==> src/rtl/sin_period_meter_if.sv <==
// Bus between the sine generator / consumer side and sin_period_meter.
//   master : drives ce, co_sin, din, rd_ack; reads the result registers
//   slave  : the meter; reads samples and ack, drives rdy and the results
// Width parameters must match those of the meter the interface connects to.
interface sin_period_meter_if #(
  parameter int DW    = 12,
  parameter int SUM_W = 19,
  parameter int CNT_W = 8
);
  logic             ce;
  logic             co_sin;
  logic [DW-1:0]    din;
  logic             rd_ack;
  logic             rdy;
  logic [DW-1:0]    vmax;
  logic [DW-1:0]    vmin;
  logic [DW-1:0]    vpp;
  logic [SUM_W-1:0] sum;
  logic [CNT_W-1:0] nsmp;
  logic             np_err;
  logic             ovr;

  modport master (
    output ce, co_sin, din, rd_ack,
    input  rdy, vmax, vmin, vpp, sum, nsmp, np_err, ovr
  );

  modport slave (
    input  ce, co_sin, din, rd_ack,
    output rdy, vmax, vmin, vpp, sum, nsmp, np_err, ovr
  );
endinterface

==> src/rtl/sin_period_meter.sv <==
// Per-period statistics of the generator's sine output.
// Ports:
//   clk    system clock, everything on posedge
//   rst_n  synchronous active-low reset
//   bus    sin_period_meter_if.slave:
//            in : ce (sample strobe), co_sin (period start), din, rd_ack
//            out: rdy, vmax, vmin, vpp, sum, nsmp, np_err, ovr
//
// State | meaning
// ARM   | waiting for the first period start; no partial period is published
// ACC   | accumulating samples of a period; each period start publishes it
module sin_period_meter #(
  parameter int DW    = 12,
  parameter int SUM_W = 19,
  parameter int CNT_W = 8,
  parameter int NP    = 100
) (
  input logic               clk,
  input logic               rst_n,
  sin_period_meter_if.slave bus
);

  typedef enum logic {ARM, ACC} state_e;

  state_e           state_q, state_d;
  logic [DW-1:0]    amax_q, amax_d;
  logic [DW-1:0]    amin_q, amin_d;
  logic [SUM_W-1:0] asum_q, asum_d;
  logic [CNT_W-1:0] acnt_q, acnt_d;

  logic [DW-1:0]    vmax_q, vmax_d;
  logic [DW-1:0]    vmin_q, vmin_d;
  logic [DW-1:0]    vpp_q, vpp_d;
  logic [SUM_W-1:0] sum_q, sum_d;
  logic [CNT_W-1:0] nsmp_q, nsmp_d;
  logic             np_err_q, np_err_d;
  logic             rdy_q, rdy_d;
  logic             ovr_q, ovr_d;

  logic             publish;

  assign publish = bus.ce && bus.co_sin && (state_q == ACC);

  always_comb begin
    state_d  = state_q;
    amax_d   = amax_q;
    amin_d   = amin_q;
    asum_d   = asum_q;
    acnt_d   = acnt_q;
    vmax_d   = vmax_q;
    vmin_d   = vmin_q;
    vpp_d    = vpp_q;
    sum_d    = sum_q;
    nsmp_d   = nsmp_q;
    np_err_d = np_err_q;
    rdy_d    = rdy_q;
    ovr_d    = ovr_q;

    if (publish) begin
      vmax_d   = amax_q;
      vmin_d   = amin_q;
      vpp_d    = amax_q - amin_q;
      sum_d    = asum_q;
      nsmp_d   = acnt_q;
      np_err_d = (acnt_q != CNT_W'(NP));
    end

    if (bus.ce) begin
      if (bus.co_sin) begin
        // boundary sample opens the new period, never closes the old one
        state_d = ACC;
        amax_d  = bus.din;
        amin_d  = bus.din;
        asum_d  = SUM_W'(bus.din);
        acnt_d  = CNT_W'(1);
      end else if (state_q == ACC) begin
        if (bus.din > amax_q) amax_d = bus.din;
        if (bus.din < amin_q) amin_d = bus.din;
        asum_d = asum_q + SUM_W'(bus.din);
        if (acnt_q != {CNT_W{1'b1}}) acnt_d = acnt_q + CNT_W'(1);
      end
    end

    // ovr can only be set while rdy is set, so it needs no clearing when rdy=0
    if (publish) begin
      rdy_d = 1'b1;
      if (bus.rd_ack)  ovr_d = 1'b0;
      else if (rdy_q)  ovr_d = 1'b1;
    end else if (bus.rd_ack && rdy_q) begin
      rdy_d = 1'b0;
      ovr_d = 1'b0;
    end
  end

  always_ff @(posedge clk) begin
    if (!rst_n) begin
      state_q  <= ARM;
      amax_q   <= '0;
      amin_q   <= '0;
      asum_q   <= '0;
      acnt_q   <= '0;
      vmax_q   <= '0;
      vmin_q   <= '0;
      vpp_q    <= '0;
      sum_q    <= '0;
      nsmp_q   <= '0;
      np_err_q <= 1'b0;
      rdy_q    <= 1'b0;
      ovr_q    <= 1'b0;
    end else begin
      state_q  <= state_d;
      amax_q   <= amax_d;
      amin_q   <= amin_d;
      asum_q   <= asum_d;
      acnt_q   <= acnt_d;
      vmax_q   <= vmax_d;
      vmin_q   <= vmin_d;
      vpp_q    <= vpp_d;
      sum_q    <= sum_d;
      nsmp_q   <= nsmp_d;
      np_err_q <= np_err_d;
      rdy_q    <= rdy_d;
      ovr_q    <= ovr_d;
    end
  end

  assign bus.rdy    = rdy_q;
  assign bus.vmax   = vmax_q;
  assign bus.vmin   = vmin_q;
  assign bus.vpp    = vpp_q;
  assign bus.sum    = sum_q;
  assign bus.nsmp   = nsmp_q;
  assign bus.np_err = np_err_q;
  assign bus.ovr    = ovr_q;

endmodule

==> src/flat_wrapper.sv <==
// flat-port wrapper written by rule: the top's interface ports become plain ports
module sin_period_meter_flat 
#(
  parameter int DW    = 12,
  parameter int SUM_W = 19,
  parameter int CNT_W = 8,
  parameter int NP    = 100
)
  (clk, rst_n, bus_ce, bus_co_sin, bus_din, bus_rd_ack, bus_rdy, bus_vmax, bus_vmin, bus_vpp, bus_sum, bus_nsmp, bus_np_err, bus_ovr);
  sin_period_meter_if #(.DW(DW), .SUM_W(SUM_W), .CNT_W(CNT_W)) bus_i ();
  input logic clk;
  input logic rst_n;
  input wire logic [$bits(bus_i.ce)-1:0] bus_ce;
  input wire logic [$bits(bus_i.co_sin)-1:0] bus_co_sin;
  input wire logic [$bits(bus_i.din)-1:0] bus_din;
  input wire logic [$bits(bus_i.rd_ack)-1:0] bus_rd_ack;
  output wire logic [$bits(bus_i.rdy)-1:0] bus_rdy;
  output wire logic [$bits(bus_i.vmax)-1:0] bus_vmax;
  output wire logic [$bits(bus_i.vmin)-1:0] bus_vmin;
  output wire logic [$bits(bus_i.vpp)-1:0] bus_vpp;
  output wire logic [$bits(bus_i.sum)-1:0] bus_sum;
  output wire logic [$bits(bus_i.nsmp)-1:0] bus_nsmp;
  output wire logic [$bits(bus_i.np_err)-1:0] bus_np_err;
  output wire logic [$bits(bus_i.ovr)-1:0] bus_ovr;
  assign bus_i.ce = bus_ce;
  assign bus_i.co_sin = bus_co_sin;
  assign bus_i.din = bus_din;
  assign bus_i.rd_ack = bus_rd_ack;
  assign bus_rdy = bus_i.rdy;
  assign bus_vmax = bus_i.vmax;
  assign bus_vmin = bus_i.vmin;
  assign bus_vpp = bus_i.vpp;
  assign bus_sum = bus_i.sum;
  assign bus_nsmp = bus_i.nsmp;
  assign bus_np_err = bus_i.np_err;
  assign bus_ovr = bus_i.ovr;
  sin_period_meter #(.DW(DW), .SUM_W(SUM_W), .CNT_W(CNT_W), .NP(NP)) u_core (.clk(clk), .rst_n(rst_n), .bus(bus_i));
endmodule
==> config.mk <==
export PLATFORM = sky130hd
export DESIGN_NAME = sin_period_meter_flat
export DESIGN_NICKNAME = d
export VERILOG_FILES = /design/src/rtl/sin_period_meter_if.sv /design/src/rtl/sin_period_meter.sv /design/src/flat_wrapper.sv
export SDC_FILE = /design/constraint.sdc
export NUM_CORES = 1
export LEC_CHECK = 0
export ABC_AREA = 1
export BUFFER_PORTS_ARGS = -buffer_cell sky130_fd_sc_hd__buf_2
export CAP_MARGIN = 20
export CORE_MARGIN = 3
export CORE_UTILIZATION = 45
export DETAILED_ROUTE_END_ITERATION = 12
export GPL_ROUTABILITY_DRIVEN = 1
export SLEW_MARGIN = 40
export SYNTH_ARGS = -nofsm -noshare
export SYNTH_HDL_FRONTEND = slang
export SYNTH_SLANG_ARGS = --single-unit
==> constraint.sdc <==
create_clock -name clk -period 5 [get_ports clk]
set_clock_uncertainty 0.15 [all_clocks]
set_input_delay 0.25 -clock clk [delete_from_list [all_inputs] [get_ports clk]]
set_output_delay 0.25 -clock clk [all_outputs]
set_load 0.03 [all_outputs]
==> impl_metrics.csv <==
group,metric,value,unit
synth,synth_flop_cell,"dfxtp_1",
routing,routed_wl,17.8,mm
synth,synthesis.nets,1021,
sta,post-route-min-period,2440,ps
layout,instances_no_fill,1211,
layout,seqCellArea,2360,um^2
die,rows,43,
clock_tree,tritoncts,"yes",
global_route,antenna_found_initial,0,
synth,ys_types,36,
routing,first_pass_iters,5,
run,cap_violations,0,
clock_tree,cts_inserted_buffers,17,
sta,hold_ws,28.1,ps
sta,tightest_slew,789,ps
setup_path,ff2ff_setup_slack,2560,ps
synth,ys_seq_area_frac,0.359,
die,dieArea,16100,um^2
clock_tree,cts_buffer_depth,2,
synth,synthMostInstantiatedCell,"nand2_1",
worst_hold_path,hp-class,"in -> reg",
layout,nets,1086,
setup_path,cp-start-kind,"input pin",
setup_path,cp_slowest_stage_delay,660,ps
setup_path,crit_arrival,2590,ps
pwr,p_leak,0.00393,uW
setup_path,endpoint_kind,"flop",
sta,rsz0062_at_grt,"no",
global_route,grt.overflow.total,0,
placement,routabilityCongestion,0.859,
setup_path,cp_slowest_cell,"buf_4",
placement,dp_hpwl,12.9,mm
synth,syn_inst,954,
placement,placed_cells,1179,
setup_path,crit_chain,"buf_2, nand2_4, nor2_4, buf_4, nand2_1, nor4_1, nor2_1",
layout,diodes,0,
synth,netlist.top_cell.by_area,"dfxtp_1",
placement,portBuffers,82,
die,io_pins,83,
sta,clock.fmax,0.410,GHz
clock_tree,clock_latency,420,ps
synth,synth_area_per_cell,6.90,um^2
setup_path,critPathKind,"in -> reg",
die,fp.dieH,127,um
setup_path,cp-endpoint,"u_core.bus.np_err",
pwr,vdd_drop_max,0.228,mV
routing,vias,6180,
layout,syn_to_final_growth,15.6,%
clock_tree,clk_pin_slew,50,ps
sta,relSlewSlack,0.473,
synth,synth_area,6580,um^2
synth,ys_top_cells_by_area,"dfxtp_1 (36%), nand2_1 (11%), ha_1 (9.1%)",
die,die_w,127,um
global_route,grtUsageTotal,0.227,
setup_path,worstPathMaxFanout,87,
setup_path,rr_endpoint,"u_core.amax_q[8]",
clock_tree,cts-root-buf,"clkbuf_16",
sta,setup_tns,0,ps
layout,drive_gt1_frac,0.126,
sta,finalSetupViolCount,0,
global_route,grt_pass1_vias,5728,
routing,drc,0,
sta,finalCritPeriodShare,0.488,
global_route,grt_max_degree,88,
routing,antenna_left,0,
setup_path,required,5150,ps
sta,drv_slew,0,
routing,via_per_inst,5.10,
pwr,p_per_area,363,nW/um^2
die,coreArea,14100,um^2
setup_path,worstRegToRegCells,11,
global_route,grt_pass1_wl,29.2,mm
sta,finalHoldViolations,0,
synth,synthTopCellsByCount,"nand2_1 (199), dfxtp_1 (118), inv_1 (118)",
setup_path,startpoint,"bus_co_sin",
layout,multi_input_area,3570,um^2
synth,yosys_warnings,0,
synth,synth_top_area_share,0.359,
routing,first_iter_violations,363,
synth,synth_edf_count,0,
setup_path,r2r-start,"u_core.amax_q[11]",
layout,n_fill_cell,1408,
clock_tree,cts.sinks,118,
synth,synth-async-reset-ratio,0,
synth,synth-seq-cells,118,
clock_tree,cts_max_level,4,
run_status,status,"finished clean",
routing,wire_per_inst,14.7,um
die,initial_core_util,0.467,
-- layout by cell type (no fill, tap or decap), types with 7 or more instances in the layout --
master,n
nand2_1,199
inv_1,118
dfxtp_1,118
a21oi_1,106
nor2_1,105
buf_2,81
o21ai_0,76
nand3_1,72
ha_1,48
clkbuf_16,17
nand3b_1,8
nand3_2,8
nand4_1,7
-- metal layers --
layer,vias to the layer above,track usage,part of all wire
li1,3229,-,-
met3,27,0.0425,0.045
met2,144,0.377,0.47
met4,0,0.0902,0.024
met5,-,0,0
met1,2780,0.291,0.46
-- how the worst min path moves through the flow --
| stage | startpoint | to | slack, ps | cells past startpoint |
|---|---|---|---|---|
| after CTS | bus_din[10] | u_core.amin_q[10] | 20 | 3 |
| final | bus_din[5] | u_core.amin_q[5] | 30 | 3 |
| after global routing | bus_din[10] | u_core.amin_q[10] | 40 | 3 |
| after floorplan | bus_din[0] | u_core.amax_q[0] | 230 | 2 |
| after detailed placement | u_core.bus.nsmp[3] | u_core.bus.nsmp[3] | 320 | 2 |
| after global placement | u_core.bus.nsmp[3] | u_core.bus.nsmp[3] | 310 | 2 |
-- timing repair --
item,4_1_cts,5_1_grt
buffers inserted,0,0
gates resized for setup,0,0
endpoints found under the hold margin,2,0
hold buffers,1,0
-- state kept, by name (all words and copies together) (netlist names) --
register	cells
u_core.amin_q	12
u_core.bus.rdy	1
u_core.bus.vpp	12
u_core.amax_q	12
u_core.bus.vmin	12
u_core.bus.ovr	1
u_core.bus.vmax	12
u_core.asum_q	19
u_core.acnt_q	8
u_core.state_q	1
u_core.bus.sum	19
u_core.bus.np_err	1
u_core.bus.nsmp	8
-- worst max-delay path, delay by kind of cell --
kind / cells / cell delay (ps)
buffers and inverters: 2 / 970
AND/OR/NAND/NOR: 5 / 1320
-- report_power, final --
part / internal, uW / leakage [uW] / total (uW) / switching (uW)
logic: 199 / 0.00270 / 600 / 401
clock network: 713 / 0.000268 / 1130 / 421
registers: 993 / 0.000963 / 1030 / 33.0
total: 1910 / 0.00393 / 2760 / 855
-- cell type report --
type                       instances  area share
sequential                       118       0.311
clock inverter                     9      0.0102
timing repair buffer              85      0.0576
clock buffer                      22      0.0624
inverter                         121      0.0597
tap                              180      0.0296
multi-input combinational        676       0.470
-- logic make-up after synthesis --
| family | share of synthesized area |
|---|---|
| AND/OR/NAND/NOR | 0.274 |
| AO/OA/AOI/OAI | 0.160 |
| buffers and inverters | 0.0981 |
| flip-flops | 0.359 |
| adder cells (fa/ha/maj) | 0.0973 |
| XOR/XNOR | 0.0120 |
-- per-stage QoR --
step | worst slack, ps | cell area [um^2] | power (uW) | utilization
2_1_floorplan | 3090 | 6580 | 1490 | -
3_3_place_gp | 2190 | 7040 | 1640 | 0.499
3_5_place_dp | 2140 | 7040 | 1640 | 0.499
4_1_cts | 2570 | 7600 | 2790 | 0.539
5_1_grt | 2200 | 7600 | 2910 | 0.539
6_report | 2560 | 7600 | 2760 | 0.539
Power figures use the tool's default switching activity.
